[config.mk]
export PLATFORM = sky130hd
export DESIGN_NAME = icap_stream_ctrl_flat
export DESIGN_NICKNAME = d
export VERILOG_FILES = /design/src/rtl/icap_stream_ctrl_if.sv /design/src/rtl/icap_stream_ctrl.sv /design/src/flat_wrapper.sv
export SDC_FILE = /design/constraint.sdc
export NUM_CORES = 1
export LEC_CHECK = 0
export CAP_MARGIN = 10
export CORE_MARGIN = 2
export CORE_UTILIZATION = 30
export CTS_BUF_LIST = sky130_fd_sc_hd__clkbuf_16
export DETAILED_ROUTE_END_ITERATION = 8
export RECOVER_POWER = 100
export SYNTH_ARGS = -nofsm -noshare
export SYNTH_HDL_FRONTEND = slang
export SYNTH_SLANG_ARGS = --single-unit
export TNS_END_PERCENT = 30
[constraint.sdc]
create_clock -name clk -period 2.6 [get_ports clk]
set_clock_uncertainty 0.05 [all_clocks]
set_input_delay 0.39 -clock clk [delete_from_list [all_inputs] [get_ports clk]]
set_output_delay 0.39 -clock clk [all_outputs]
set_load 0.1 [all_outputs]
[src/rtl/icap_stream_ctrl_if.sv]
// rtl/icap_stream_ctrl_if.sv - UART byte input, ICAP write port and frame status bundle
interface icap_stream_ctrl_if;
  logic [7:0]  rx_data;
  logic        rx_valid;
  logic        icap_csib;
  logic        icap_rdwrb;
  logic [31:0] icap_data;
  logic        busy;
  logic        programming_done;
  logic        error;
  logic [31:0] words_written;

  modport master (
    output rx_data, rx_valid,
    input  icap_csib, icap_rdwrb, icap_data, busy, programming_done, error, words_written
  );

  modport slave (
    input  rx_data, rx_valid,
    output icap_csib, icap_rdwrb, icap_data, busy, programming_done, error, words_written
  );
endinterface

[src/rtl/icap_stream_ctrl.sv]
// rtl/icap_stream_ctrl.sv - framed UART bitstream to ICAP sequencer; ICAP_BITSWAP_EN reverses bits in each icap_data byte lane
module icap_stream_ctrl #(
  parameter int unsigned TIMEOUT_CYCLES = 1000000,
  parameter int unsigned MAX_WORDS      = 4194304
) (
  input logic               clk,
  input logic               rst,
  icap_stream_ctrl_if.slave bus
);
  localparam int unsigned   TW       = $clog2(TIMEOUT_CYCLES + 1);
  localparam logic [TW-1:0] TMO_LAST = TW'(TIMEOUT_CYCLES - 1);
  localparam logic [31:0]   MAX_N    = 32'(MAX_WORDS);
  localparam logic [7:0]    HDR      = 8'hA5;

  typedef enum logic [2:0] {S_IDLE, S_LEN, S_PAYLOAD, S_CSUM, S_DONE, S_ERROR} state_t;

  state_t        state;
  logic [1:0]    byte_cnt;
  logic [23:0]   word_sr;
  logic [31:0]   n_words;
  logic [31:0]   words_written;
  logic [31:0]   icap_word;
  logic [7:0]    csum;
  logic [TW-1:0] tmo_cnt;
  logic          icap_csib;
  logic          icap_rdwrb;
  logic          busy;
  logic          programming_done;
  logic          error;

  logic        frame_open;
  logic        tmo_hit;
  logic        start;
  logic [31:0] n_next;
  logic [31:0] word_next;
  logic [31:0] ww_next;

  assign frame_open = (state == S_LEN) || (state == S_PAYLOAD) || (state == S_CSUM);
  // A byte arriving on the expiry cycle takes priority over the timeout
  assign tmo_hit    = frame_open && !bus.rx_valid && (tmo_cnt == TMO_LAST);
  assign start      = bus.rx_valid && (bus.rx_data == HDR);
  assign n_next     = {n_words[23:0], bus.rx_data};
  assign word_next  = {word_sr, bus.rx_data};
  assign ww_next    = words_written + 32'd1;

  always_ff @(posedge clk or negedge rst) begin
    if (!rst) begin
      state            <= S_IDLE;
      byte_cnt         <= '0;
      word_sr          <= '0;
      n_words          <= '0;
      words_written    <= '0;
      icap_word        <= '0;
      csum             <= '0;
      tmo_cnt          <= '0;
      icap_csib        <= 1'b1;
      icap_rdwrb       <= 1'b1;
      busy             <= 1'b0;
      programming_done <= 1'b0;
      error            <= 1'b0;
    end else begin
      icap_csib <= 1'b1;
      if (!frame_open || bus.rx_valid) tmo_cnt <= '0;
      else                             tmo_cnt <= tmo_cnt + 1'b1;

      if (tmo_hit) begin
        state      <= S_ERROR;
        busy       <= 1'b0;
        error      <= 1'b1;
        icap_rdwrb <= 1'b1;
      end else begin
        case (state)
          S_IDLE, S_DONE, S_ERROR: begin
            if (start) begin
              state            <= S_LEN;
              busy             <= 1'b1;
              byte_cnt         <= '0;
              csum             <= HDR;  // header byte is folded into the checksum
              words_written    <= '0;
              programming_done <= 1'b0;
              error            <= 1'b0;
              icap_rdwrb       <= 1'b0;
            end
          end
          S_LEN: begin
            if (bus.rx_valid) begin
              n_words  <= n_next;
              csum     <= csum ^ bus.rx_data;
              byte_cnt <= byte_cnt + 2'd1;
              if (byte_cnt == 2'd3) begin
                if (n_next == 32'd0 || n_next > MAX_N) begin
                  state      <= S_ERROR;
                  busy       <= 1'b0;
                  error      <= 1'b1;
                  icap_rdwrb <= 1'b1;
                end else begin
                  state <= S_PAYLOAD;
                end
              end
            end
          end
          S_PAYLOAD: begin
            if (bus.rx_valid) begin
              word_sr  <= word_next[23:0];
              csum     <= csum ^ bus.rx_data;
              byte_cnt <= byte_cnt + 2'd1;
              if (byte_cnt == 2'd3) begin
                icap_csib     <= 1'b0;
                icap_word     <= word_next;
                words_written <= ww_next;
                if (ww_next == n_words) state <= S_CSUM;
              end
            end
          end
          S_CSUM: begin
            if (bus.rx_valid) begin
              busy       <= 1'b0;
              icap_rdwrb <= 1'b1;
              if (bus.rx_data == csum) begin
                state            <= S_DONE;
                programming_done <= 1'b1;
              end else begin
                state <= S_ERROR;
                error <= 1'b1;
              end
            end
          end
          default: begin
            state <= S_IDLE;
            busy  <= 1'b0;
          end
        endcase
      end
    end
  end

`ifdef ICAP_BITSWAP_EN
  logic [31:0] icap_swapped;
  always_comb begin
    icap_swapped = '0;
    for (int lane = 0; lane < 4; lane++)
      for (int b = 0; b < 8; b++)
        icap_swapped[lane*8 + b] = icap_word[lane*8 + 7 - b];
  end
  assign bus.icap_data = icap_swapped;
`else
  assign bus.icap_data = icap_word;
`endif

  assign bus.icap_csib        = icap_csib;
  assign bus.icap_rdwrb       = icap_rdwrb;
  assign bus.busy             = busy;
  assign bus.programming_done = programming_done;
  assign bus.error            = error;
  assign bus.words_written    = words_written;
endmodule

[src/flat_wrapper.sv]
// flat-port wrapper written by rule: the top's interface ports become plain ports
module icap_stream_ctrl_flat 
#(
  parameter int unsigned TIMEOUT_CYCLES = 1000000,
  parameter int unsigned MAX_WORDS      = 4194304
)
  (clk, rst, bus_rx_data, bus_rx_valid, bus_icap_csib, bus_icap_rdwrb, bus_icap_data, bus_busy, bus_programming_done, bus_error, bus_words_written);
  icap_stream_ctrl_if bus_i ();
  input logic clk;
  input logic rst;
  input wire logic [$bits(bus_i.rx_data)-1:0] bus_rx_data;
  input wire logic [$bits(bus_i.rx_valid)-1:0] bus_rx_valid;
  output wire logic [$bits(bus_i.icap_csib)-1:0] bus_icap_csib;
  output wire logic [$bits(bus_i.icap_rdwrb)-1:0] bus_icap_rdwrb;
  output wire logic [$bits(bus_i.icap_data)-1:0] bus_icap_data;
  output wire logic [$bits(bus_i.busy)-1:0] bus_busy;
  output wire logic [$bits(bus_i.programming_done)-1:0] bus_programming_done;
  output wire logic [$bits(bus_i.error)-1:0] bus_error;
  output wire logic [$bits(bus_i.words_written)-1:0] bus_words_written;
  assign bus_i.rx_data = bus_rx_data;
  assign bus_i.rx_valid = bus_rx_valid;
  assign bus_icap_csib = bus_i.icap_csib;
  assign bus_icap_rdwrb = bus_i.icap_rdwrb;
  assign bus_icap_data = bus_i.icap_data;
  assign bus_busy = bus_i.busy;
  assign bus_programming_done = bus_i.programming_done;
  assign bus_error = bus_i.error;
  assign bus_words_written = bus_i.words_written;
  icap_stream_ctrl #(.TIMEOUT_CYCLES(TIMEOUT_CYCLES), .MAX_WORDS(MAX_WORDS)) u_core (.clk(clk), .rst(rst), .bus(bus_i));
endmodule
-- Yosys cells after proc, flatten, opt, wreduce, memory -nomap -nowiden
Index checks and enable logic that the tools add are counted.
- output and inout bits: 69
- register bits: 158
- logic and storage cells: 119
- input port bits: 11
- mux-type cells: 47
- magnitude comparators: 1
- bitwise gates (word level): 2
- reductions and logical operators: 27
- add/sub/neg operators: 3
- equal/unequal tests: 26
- operators by type and width (operator ; number):
    $mux 32 ; 3
    $pmux 32 s2 ; 1
    $add 32x1->32 const B ; 1
    $eq 32x32->1 ; 1
    $gt 32x23->1 const B ; 1
    $logic_not 32->1 ; 1
    $mux 3 ; 9
    $ne 3x2->1 const B ; 8
    $mux 1 ; 22
    $add 20x1->20 const B ; 1
    $eq 20x20->1 const B ; 1
    $mux 20 ; 1
    $mux 8 ; 2
    $pmux 8 s2 ; 1
    $reduce_and 7->1 ; 2
    $pmux 3 s4 ; 1
    $reduce_and 6->1 ; 2
    $reduce_and 5->1 ; 2
    $eq 8x8->1 ; 1
    $eq 8x8->1 const B ; 1
    $ne 2x2->1 const B ; 4
    $reduce_and 4->1 ; 2
    $xor 8x8->8 ; 1
    $eq 3x2->1 const B ; 2
    other kinds (21) ; 35

-- Logic depth before layout (Yosys ltp)
Gate-level depths: netlist (run 1).
- word-level depth: 7
- mapped depth: 11
- depth with buffers taken out: 9

-- Worst setup path before layout (run 1)
Ideal clock, no wire load.
- kind: register -> register
- start: register u_core.words_written[0] (netlist: u_core.bus.words_written[0])
- end: register u_core.state[0]
- clock period less this slack: 3.417 ns
- stages on the path, launching flop included: 10
- data arrival time: 3.280 ns
- required time: 2.463 ns
- path buffers: 0
- slack: -0.817 ns
- library setup time: 0.087 ns
- path through: dfrtp_1 > ha_1 > nand3_2 > nor4_4 > nand3_2 > a221o_1 > or4_1 > nor4_4 > a21oi_1 > a211oi_2
- cells in the longest elaborated chain, start to end: 4
- ends and longest elaborated chain (what ; RTL line ; RTL):
    start: declaration ; icap_stream_ctrl.sv:21 ; logic [31:0] words_written;
    start signal: assignment ; icap_stream_ctrl.sv:110 ; words_written <= ww_next;
    $add 32x1->32 ; icap_stream_ctrl.sv:44 ; assign ww_next = words_written + 32'd1;
    $eq 32x32->1 ; icap_stream_ctrl.sv:111 ; if (ww_next == n_words) state <= S_CSUM;
    $ne 3x2->1 (no line) ; -- ;
    $reduce_and 7->1 (no line) ; -- ;
    end signal: assignment ; icap_stream_ctrl.sv:48 ; state <= S_IDLE;
    end signal: assignment ; icap_stream_ctrl.sv:111 ;
    end signal: assignment ; icap_stream_ctrl.sv:120 ; state <= S_DONE;
    end: declaration ; icap_stream_ctrl.sv:17 ; state_t state;
Every way passes these cells.
A chain may end at the register's enable or synchronous reset.

-- Worst setup path after layout (run 1)
- start: register u_core.words_written[0] (netlist: u_core.bus.words_written[0])
- end: register u_core.state[2]
Same word-level chain as after synthesis.

==> results.toml, run 1 <==
[run_status]
status = "finished, violations left"
violations = "negative setup slack"

[pwr]
ir_drop_uv = 817
power_frac_seq_pct = 39.4
power_mw = 9.38
swShare_pct = 40.8
internal-power_mw = 5.55
p_leak_nw = 4.46
clockPowerShare_pct = 25.9
p_sw_mw = 3.83
power_frac_comb_pct = 34.7
powerDensity_mw_per_mm2 = 915

[clocking]
cts_inserted_buffers = 17
cts_tree = "yes"
clockBufferDepth = 2
htreeDepth = 4
root_buffer = "clkbuf_16"
worstSkewPairLatency_ns = 0.43
path_clk_slew_ns = 0.07
clock-sinks = 158

[critical_path]
path_class = "reg2reg"
crit_fanout = 4
startpoint_type = "register"
endpoint_kind = "register"
critPathRequiredTime_ns = 2.90
worstPathArrival_ns = 3.03

[flow_run]
drv_cap = 0

[cells_and_area]
layout_commonest_cell = "dfrtp_1"
area_growth_pct = 23.5
drive_gt1_share_pct = 27.5
diodes = 0
final_cell_mix = "132 x dfrtp_1, 117 x nand2_1, 91 x buf_4"
layout.nets = 996

[timing]
rsz0062_at_grt = "true"
hold_violations = 0
setup_viol = 4
fin_crit_ns = 2.73
drv_slew = 0
relSlewSlack_pct = 19.6
period_share_pct = 105
fmax_ghz = 0.366
fin_ws_ns = -0.129
worst_pin_slew_ns = 1.21

[logic_synthesis]
async_reset_ff_share_pct = 100
ys_seq_area_share_pct = 47.7
avgSynthCellArea_um2 = 9.95
synth_cell_types = 70
ys.flop_type = "dfrtp_1"
synthesis.nets = 848
synthCells = 834
yosys_register_bits = 158
yosysWarnings = 0
syn-cell-area_mm2 = 0.00830
synth-edff-count = 0

[global_route]
antenna_found_initial = 0
grt_pass1_wl_um = 35700
grt_pass1_vias = 6524
grt_overflow = 0
grt.total_usage_pct = 15.7
grt_max_degree = 81

[floorplanning]
die_w_um = 170
row_count = 60
initial_core_util_pct = 30.7
ios = 80
die_area_mm2 = 0.0290
core_mm2 = 0.0270
die_h_um = 170

[placement]
gp_congestion = 0.851
dp_hpwl_um = 16100
place_ws_ns = -0.173
io_buffers = 79

[route]
wl_per_cell_um = 16.6
ant_nets = 0
firstDrtPassIters = 5
vias = 6737
drc = 0
drt_wl_total_um = 22200
avgViaCountPerCell = 5.04
drtIter0Drc = 569

[hold_path]
hold_class = "reg2reg"
## state kept, by name, indices dropped and copies added (netlist names)
signal,flops
u_core.bus.words_written,32
u_core.bus.icap_rdwrb,1
u_core.word_sr,24
u_core.n_words,32
u_core.bus.error,1
u_core.byte_cnt,2
u_core.bus.icap_data,32
u_core.bus.icap_csib,1
u_core.bus.busy,1
u_core.bus.programming_done,1
u_core.tmo_cnt,20
u_core.csum,8
u_core.state,3
## final timing paths
kind	start	slack (ns)	to	cells after the start
setup / recovery	u_core.bus.words_written[0]	-0.13	u_core.state[2]	9
hold / removal	u_core.word_sr[22]	0.42	u_core.bus.icap_data[30]	2
hold reg to reg	u_core.word_sr[22]	0.42	u_core.bus.icap_data[30]	2
min in group asynchronous	rst	0.62	u_core.bus.icap_data[10]	2
max in group asynchronous	rst	0.53	u_core.word_sr[5]	3
setup reg to reg	u_core.bus.words_written[0]	-0.13	u_core.state[2]	9
## timing repair
item / in CTS / in global routing
setup endpoints to repair: 2 / 25
buffers inserted: 2 / 0
hold buffers: 1 / 0
resized for setup: 4 / 6
hold endpoints to repair: 34 / 0
pin swaps: 6 / 1
## through the flow
| step | cells | util (%) | cell area (µm²) | hold slack (ns) | TNS, ns |
|---|---|---|---|---|---|
| 2_1_floorplan | 834 | - | 8380 | 0.0444 | -0.588 |
| 3_3_place_gp | 1301 | 36.7 | 9920 | 0.287 | -0.781 |
| 3_5_place_dp | 1301 | 36.7 | 9920 | 0.285 | -0.785 |
| 4_1_cts | 1336 | 39.0 | 10500 | 0.393 | -0.190 |
| 5_1_grt | 1336 | 37.9 | 10200 | 0.440 | -5.52 |
| 6_report | 1336 | 37.9 | 10200 | 0.419 | -0.281 |
## synthesized netlist by cell type, types with 4 or more instances
master | number | area, µm²
dfrtp_1 | 156 | 3900
nand2_1 | 117 | 439
nor2_1 | 78 | 293
mux2_2 | 64 | 721
o21ai_0 | 62 | 310
xnor2_1 | 38 | 333
clkbuf_1 | 32 | 120
nand3_1 | 32 | 160
xor2_1 | 27 | 236
a21oi_1 | 19 | 95.1
nand4_1 | 19 | 119
and3_1 | 18 | 113
o31ai_1 | 17 | 128
nor3_1 | 13 | 65.1
nor4_1 | 12 | 75.1
a211oi_1 | 8 | 60.1
inv_1 | 8 | 30.0
a31oi_1 | 7 | 43.8
buf_6 | 7 | 78.8
or3_1 | 6 | 37.5
o41ai_1 | 5 | 43.8
and2_1 | 4 | 25.0
and4_1 | 4 | 35.0
buf_1 | 4 | 15.0
clkbuf_8 | 4 | 55.1
nand2b_1 | 4 | 25.0
nor4_4 | 4 | 85.1
## per-layer routing
metal	routed length (µm)	track usage (%)	share of wire, %
met1	10800	22.8	49
met2	10200	24.1	46
met3	1020	3.07	4.6
met4	200	3.64	0.90
met5	0	0	0
## worst max-delay path, stage by stage, from the launching register on
cell      delay [ns]
dfrtp_4         0.44
ha_4            0.16
nand3_4         0.07
nor4_4          0.34
nand3_2         0.12
a221o_1         0.32
or4_4           0.51
nor4_4          0.36
a211oi_1        0.13
a31oi_1         0.14
## kinds of logic (layout without fill, tap and decap cells)
| group | Yosys count | after routing | share of synthesized area (%) |
|---|---|---|---|
| xor gates and xnor gates | 65 | 65 | 6.86 |
| DFF | 158 | 158 | 47.7 |
| adders and majority gates | 3 | 3 | 0.452 |
| buffers and inverters | 62 | 223 | 4.13 |
| AOI/OAI and AO/OA | 141 | 141 | 10.9 |
| muxes | 65 | 65 | 8.81 |
| and+or+nand+nor | 340 | 340 | 21.1 |
## power groups by stage
stage          combinational [mW]  sequential [mW]  clock (mW)
3_3_place_gp                 3.36             3.73           0
4_1_cts                      3.45             3.70        2.49
6_report                     3.25             3.70        2.43
3_5_place_dp                 3.42             3.75           0
5_1_grt                      3.52             3.79        2.60
2_1_floorplan                1.79             4.34           0
## layout make-up
type	count	area (µm²)
inverter	9	33.8
sequential	158	4020
fill	2693	16800
clock buffer	17	425
tap	341	427
timing repair buffer	182	1140
clock inverter	15	145
multi-input combinational	614	4060
(Power assumes the default switching activity.)
==> run 2, diff against run 1 <==
--- a/config.mk
+++ b/config.mk
@@ -7,10 +7,12 @@
 export LEC_CHECK = 0
 export CAP_MARGIN = 10
 export CORE_MARGIN = 2
-export CORE_UTILIZATION = 30
+export CORE_UTILIZATION = 45
 export CTS_BUF_LIST = sky130_fd_sc_hd__clkbuf_16
 export DETAILED_ROUTE_END_ITERATION = 8
+export PLACE_DENSITY = 0.68
 export RECOVER_POWER = 100
+export SLEW_MARGIN = 10
 export SYNTH_ARGS = -nofsm -noshare
 export SYNTH_HDL_FRONTEND = slang
 export SYNTH_SLANG_ARGS = --single-unit
==> run 2 against run 1 <==
Against the previous run: the flow still finishes with violations (negative setup slack); worst setup slack better by 0.10 ns; count of clock-buffer cells in the layout did not move; clock power is 2% higher; die area down 33%; global-route usage rose by 6.2 points; sequential share of layout area up 0.71 points; sequential cell count unchanged; sequential power decreased by 1%; critical endpoint unchanged; largest cell class unchanged.
==> results.toml, run 2 (synthesis gave the netlist of run 1 again) <==
[cells_and_area]
diodes = 0
layout_commonest_cell = "dfrtp_1"
post-route-util_pct = 55.9
final_cell_mix = "132 x dfrtp_1, 117 x nand2_1, 83 x buf_4"
area_growth_pct = 21.3
drive_gt1_share_pct = 26.4
layout.nets = 990

[timing]
fin_ws_ns = -0.0297
fin_crit_ns = 2.63
hold_violations = 0
drv_slew = 0
relSlewSlack_pct = 16.4
final.setup.tns_ns = -0.0484
setup_viol = 2
fmax_ghz = 0.380
worst_pin_slew_ns = 1.25
rsz0062_at_grt = "true"
period_share_pct = 101

[pwr]
ir_drop_uv = 636
powerDensity_mw_per_mm2 = 943
p_leak_nw = 4.43
power_mw = 9.50

[critical_path]
crit_path_cell_trace = "nand4_1, or4_4, or4_4, o2bb2a_4, nand4_4, nor4_4, a211oi_1, a31oi_1"
max_stage_delay_ns = 0.59
crit_fanout = 5
timing.critical_path.mode_cell = "or4_4"
worstPathArrival_ns = 2.93
slowest_stage = "or4_4"
path_class = "reg2reg"
startpoint_type = "register"
endpoint_kind = "register"
critPathRequiredTime_ns = 2.90

[floorplanning]
die_h_um = 140
die_w_um = 140
row_count = 49
ios = 80
initial_core_util_pct = 46.0
die_area_mm2 = 0.0195
core_mm2 = 0.0180

[global_route]
use_met3_pct = 3.10
grt.total_usage_pct = 21.8
grt_overflow = 0
antenna_found_initial = 0
grt_busiest_layer = "met2"
grt_max_degree = 51
grt_pass1_vias = 6661
grt_pass1_wl_um = 34400
use_met1_pct = 31.1
use_met2_pct = 34.5

[clocking]
postCtsSetupBuffers = 0
cts_tree = "yes"
worstSkewPairLatency_ns = 0.44
clockBufferDepth = 2
clock-sinks = 158
cts_inserted_buffers = 17
path_clk_slew_ns = 0.07
root_buffer = "clkbuf_16"
htreeDepth = 4

[hold_path]
hold_class = "reg2reg"

[run_status]
violations = "negative setup slack"
status = "finished, violations left"

[route]
wl_per_cell_um = 17.1
drc = 0
drt_wl_total_um = 20900
vias = 6782
drtIter0Drc = 471
firstDrtPassIters = 5
ant_nets = 0
avgViaCountPerCell = 5.57

[placement]
io_buffers = 79
dp_hpwl_um = 14900
gp_congestion = 0.911
place_ws_ns = -0.198

[flow_run]
drv_cap = 0
==> run 2: layer usage <==
layer / routed length, µm / part of all wire (%) / vias up
li1: - / - / 3242
met1: 9910 / 48 / 3365
met3: 779 / 3.7 / 28
met2: 9810 / 47 / 147
met5: 0 / 0 / -
met4: 346 / 1.7 / 0
==> run 2: path summary, 6_finish.rpt <==
path	start	endpoint	slack (ns)	depth (start not counted)
worst max register to register	u_core.bus.words_written[3]	u_core.state[2]	-0.03	8
worst min register to register	u_core.word_sr[23]	u_core.bus.icap_data[31]	0.42	2
max in group asynchronous	rst	u_core.bus.words_written[23]	0.36	3
worst min-delay path	u_core.word_sr[23]	u_core.bus.icap_data[31]	0.42	2
min in group asynchronous	rst	u_core.bus.words_written[24]	0.69	2
worst max-delay path	u_core.bus.words_written[3]	u_core.state[2]	-0.03	8
==> run 2: what timing repair did <==
item                                    4_1_cts  5_1_grt
resized for setup                             2        2
hold buffers                                  1        0
pin swaps                                     2        1
endpoints found under the setup margin        2        2
hold endpoints to repair                     45        0
==> run 2: worst max-delay path: cells and delay by family (launching register included) <==
kind | cells | cell delay [ns]
flops | 1 | 0.44
simple gates | 5 | 1.56
compound gates | 3 | 0.49
==> run 2: power by group <==
group	switching, mW	leakage, nW	total [mW]	internal [mW]
logic	2.10	2.11	3.35	1.26
registers	0.589	2.04	3.66	3.07
clock network	1.20	0.283	2.48	1.29
total	3.88	4.43	9.50	5.62
==> run 2: layout make-up <==
class / count / area, µm²
fillers: 1643 / 7960
well taps: 229 / 287
flip-flops and latches: 158 / 4020
multi-input cells: 614 / 4030
clock inverters: 15 / 169
clock buffers: 17 / 425
inverters: 9 / 33.8
repair buffers: 176 / 1110
==> run 2: through the flow <==
| step | cells | cell area (µm²) | hold slack, ns |
|---|---|---|---|
| 2_1_floorplan | 834 | 8380 | 0.0444 |
| 3_3_place_gp | 1185 | 9770 | 0.318 |
| 3_5_place_dp | 1185 | 9770 | 0.311 |
| 4_1_cts | 1218 | 10400 | 0.410 |
| 5_1_grt | 1218 | 10100 | 0.450 |
| 6_report | 1218 | 10100 | 0.417 |
==> run 3, diff against run 2 <==
--- a/config.mk
+++ b/config.mk
@@ -6,7 +6,7 @@
 export NUM_CORES = 1
 export LEC_CHECK = 0
 export CAP_MARGIN = 10
-export CORE_MARGIN = 2
+export CORE_MARGIN = 5
 export CORE_UTILIZATION = 45
 export CTS_BUF_LIST = sky130_fd_sc_hd__clkbuf_16
 export DETAILED_ROUTE_END_ITERATION = 8
==> run 3 against run 2 <==
Against the previous run: the flow finishes with violations (max-capacitance violations, max-slew violations, negative setup slack); sequential share of layout area increased by 0.21 points; first-iteration DRC count grew 14%; clock power barely moved; register-to-register slack got worse by 0.04 ns; critical path type unchanged.
==> results.toml, run 3 (synthesis gave the netlist of run 1 again) <==
[timing]
worst_pin_slew_ns = 1.65
fmax_ghz = 0.374
fin_crit_ns = 2.67
final.setup.tns_ns = -0.186
period_share_pct = 103
setup_viol = 4
rsz0062_at_grt = "true"
relSlewSlack_pct = -9.77
drv_slew = 64
hold_violations = 0
fin_ws_ns = -0.0718

[global_route]
grt_max_degree = 71
grt_pass1_wl_um = 35400
grt_pass1_vias = 6639
grt.total_usage_pct = 20.4
antenna_found_initial = 0
grt_overflow = 0

[critical_path]
crit_fanout = 4
worstPathArrival_ns = 2.97
endpoint_kind = "register"
path_class = "reg2reg"
startpoint_type = "register"
reg2regPathDepth = 8
critPathRequiredTime_ns = 2.90

[route]
drc = 0
avgViaCountPerCell = 5.58
wl_per_cell_um = 17.2
firstDrtPassIters = 5
ant_nets = 0
vias = 6783
drt_wl_total_um = 20900
drtIter0Drc = 535

[clocking]
worstSkewPairLatency_ns = 0.43
path_clk_slew_ns = 0.07
clock-sinks = 158
root_buffer = "clkbuf_16"
cts_tree = "yes"
postCtsSetupBuffers = 0
htreeDepth = 4
cts_inserted_buffers = 17
clockBufferDepth = 2

[floorplanning]
row_count = 49
die_w_um = 146
die_area_mm2 = 0.0213
die_h_um = 146
ios = 80
initial_core_util_pct = 45.9
core_mm2 = 0.0181

[pwr]
power_frac_comb_pct = 34.6
p_sw_mw = 3.79
internal-power_mw = 5.66
power_frac_seq_pct = 38.9
powerDensity_mw_per_mm2 = 944
clockPowerShare_pct = 26.5
swShare_pct = 40.1
ir_drop_uv = 938
p_leak_nw = 4.42

[run_status]
violations = "max-capacitance violations, max-slew violations, negative setup slack"
status = "finished, violations left"

[placement]
io_buffers = 79
gp_congestion = 0.892
dp_hpwl_um = 15200
dp_cells = 1183

[cells_and_area]
final_cell_mix = "132 x dfrtp_1, 117 x nand2_1, 84 x buf_4"
drive_gt1_share_pct = 26.1
diodes = 0
final_cells = 1216
area_growth_pct = 20.7
layout_commonest_cell = "dfrtp_1"
layout.nets = 988

[hold_path]
min_path_cells = 2
hold_class = "reg2reg"

[flow_run]
drv_cap = 1
run 3: cell types whose count changed in the layout (fill, tap and decap cells not counted), moves of 2 or more:
cell	before	now
inv_6	3	6
clkbuf_1	58	56
buf_12	2	0
clkinv_4	2	0
clkinv_8	4	0
inv_8	4	6
run 3: cell type report:
class / count / area, µm²
Sequential cell: 158 / 4020
Clock inverter: 15 / 163
Multi-Input combinational cell: 614 / 4020
Tap cell: 229 / 287
Timing Repair Buffer: 174 / 1070
Inverter: 9 / 33.8
Fill cell: 1635 / 8070
Clock buffer: 17 / 425
run 3: stage by stage:
step	util, %	hold WS (ns)	power [mW]	area [µm²]	worst slack, ns
floorplan	-	0.0444	6.13	8380	-0.294
global placement	53.9	0.382	7.09	9740	-0.0898
detailed placement	53.9	0.384	7.16	9740	-0.127
CTS	57.2	0.424	9.71	10400	-0.0702
global route	55.4	0.445	10.0	10000	-0.231
finish	55.4	0.421	9.46	10000	-0.0718
run 3: path summary, 6_finish.rpt:
check / to / startpoint / slack, ns
min in group asynchronous: u_core.bus.words_written[20] / rst / 0.88
max reg2reg: u_core.state[2] / u_core.bus.words_written[5] / -0.07
min reg2reg: u_core.bus.icap_data[27] / u_core.word_sr[19] / 0.42
max: u_core.state[2] / u_core.bus.words_written[5] / -0.07
min: u_core.bus.icap_data[27] / u_core.word_sr[19] / 0.42
max in group asynchronous: u_core.n_words[13] / rst / 0.31
run 3: what timing repair did:
action                                  CTS  global route
endpoints found under the hold margin    58             0
resized for setup                         2             0
endpoints found under the setup margin    2             2
pin swaps                                 1             1
cloned                                    0             0
hold buffers                              1             0
run 3: critical path, stage by stage (launching register included):
cell and delay, ns:
dfrtp_4 0.42, nand4_1 0.18, nor4_4 0.43, nand3_2 0.13
a221o_1 0.35, or4_4 0.51, nor4_4 0.22, a211oi_1 0.13
a31oi_1 0.16
run 3: routing by layer:
layer  global-route usage, %  wire, µm  vias up
met5                       0         0        -
met4                    5.70       318        0
met3                    4.33       956       23
met2                    31.1      9600      160
met1                    29.6     10100     3352
li1                        -         -     3248
run 3: power by group through the flow:
| stage | combinational (mW) | sequential, mW | clock, mW |
|---|---|---|---|
| finish | 3.27 | 3.68 | 2.50 |
| global route | 3.55 | 3.76 | 2.69 |
| CTS | 3.47 | 3.68 | 2.57 |
| detailed placement | 3.44 | 3.71 | 0 |
| global placement | 3.39 | 3.71 | 0 |
| floorplan | 1.79 | 4.34 | 0 |
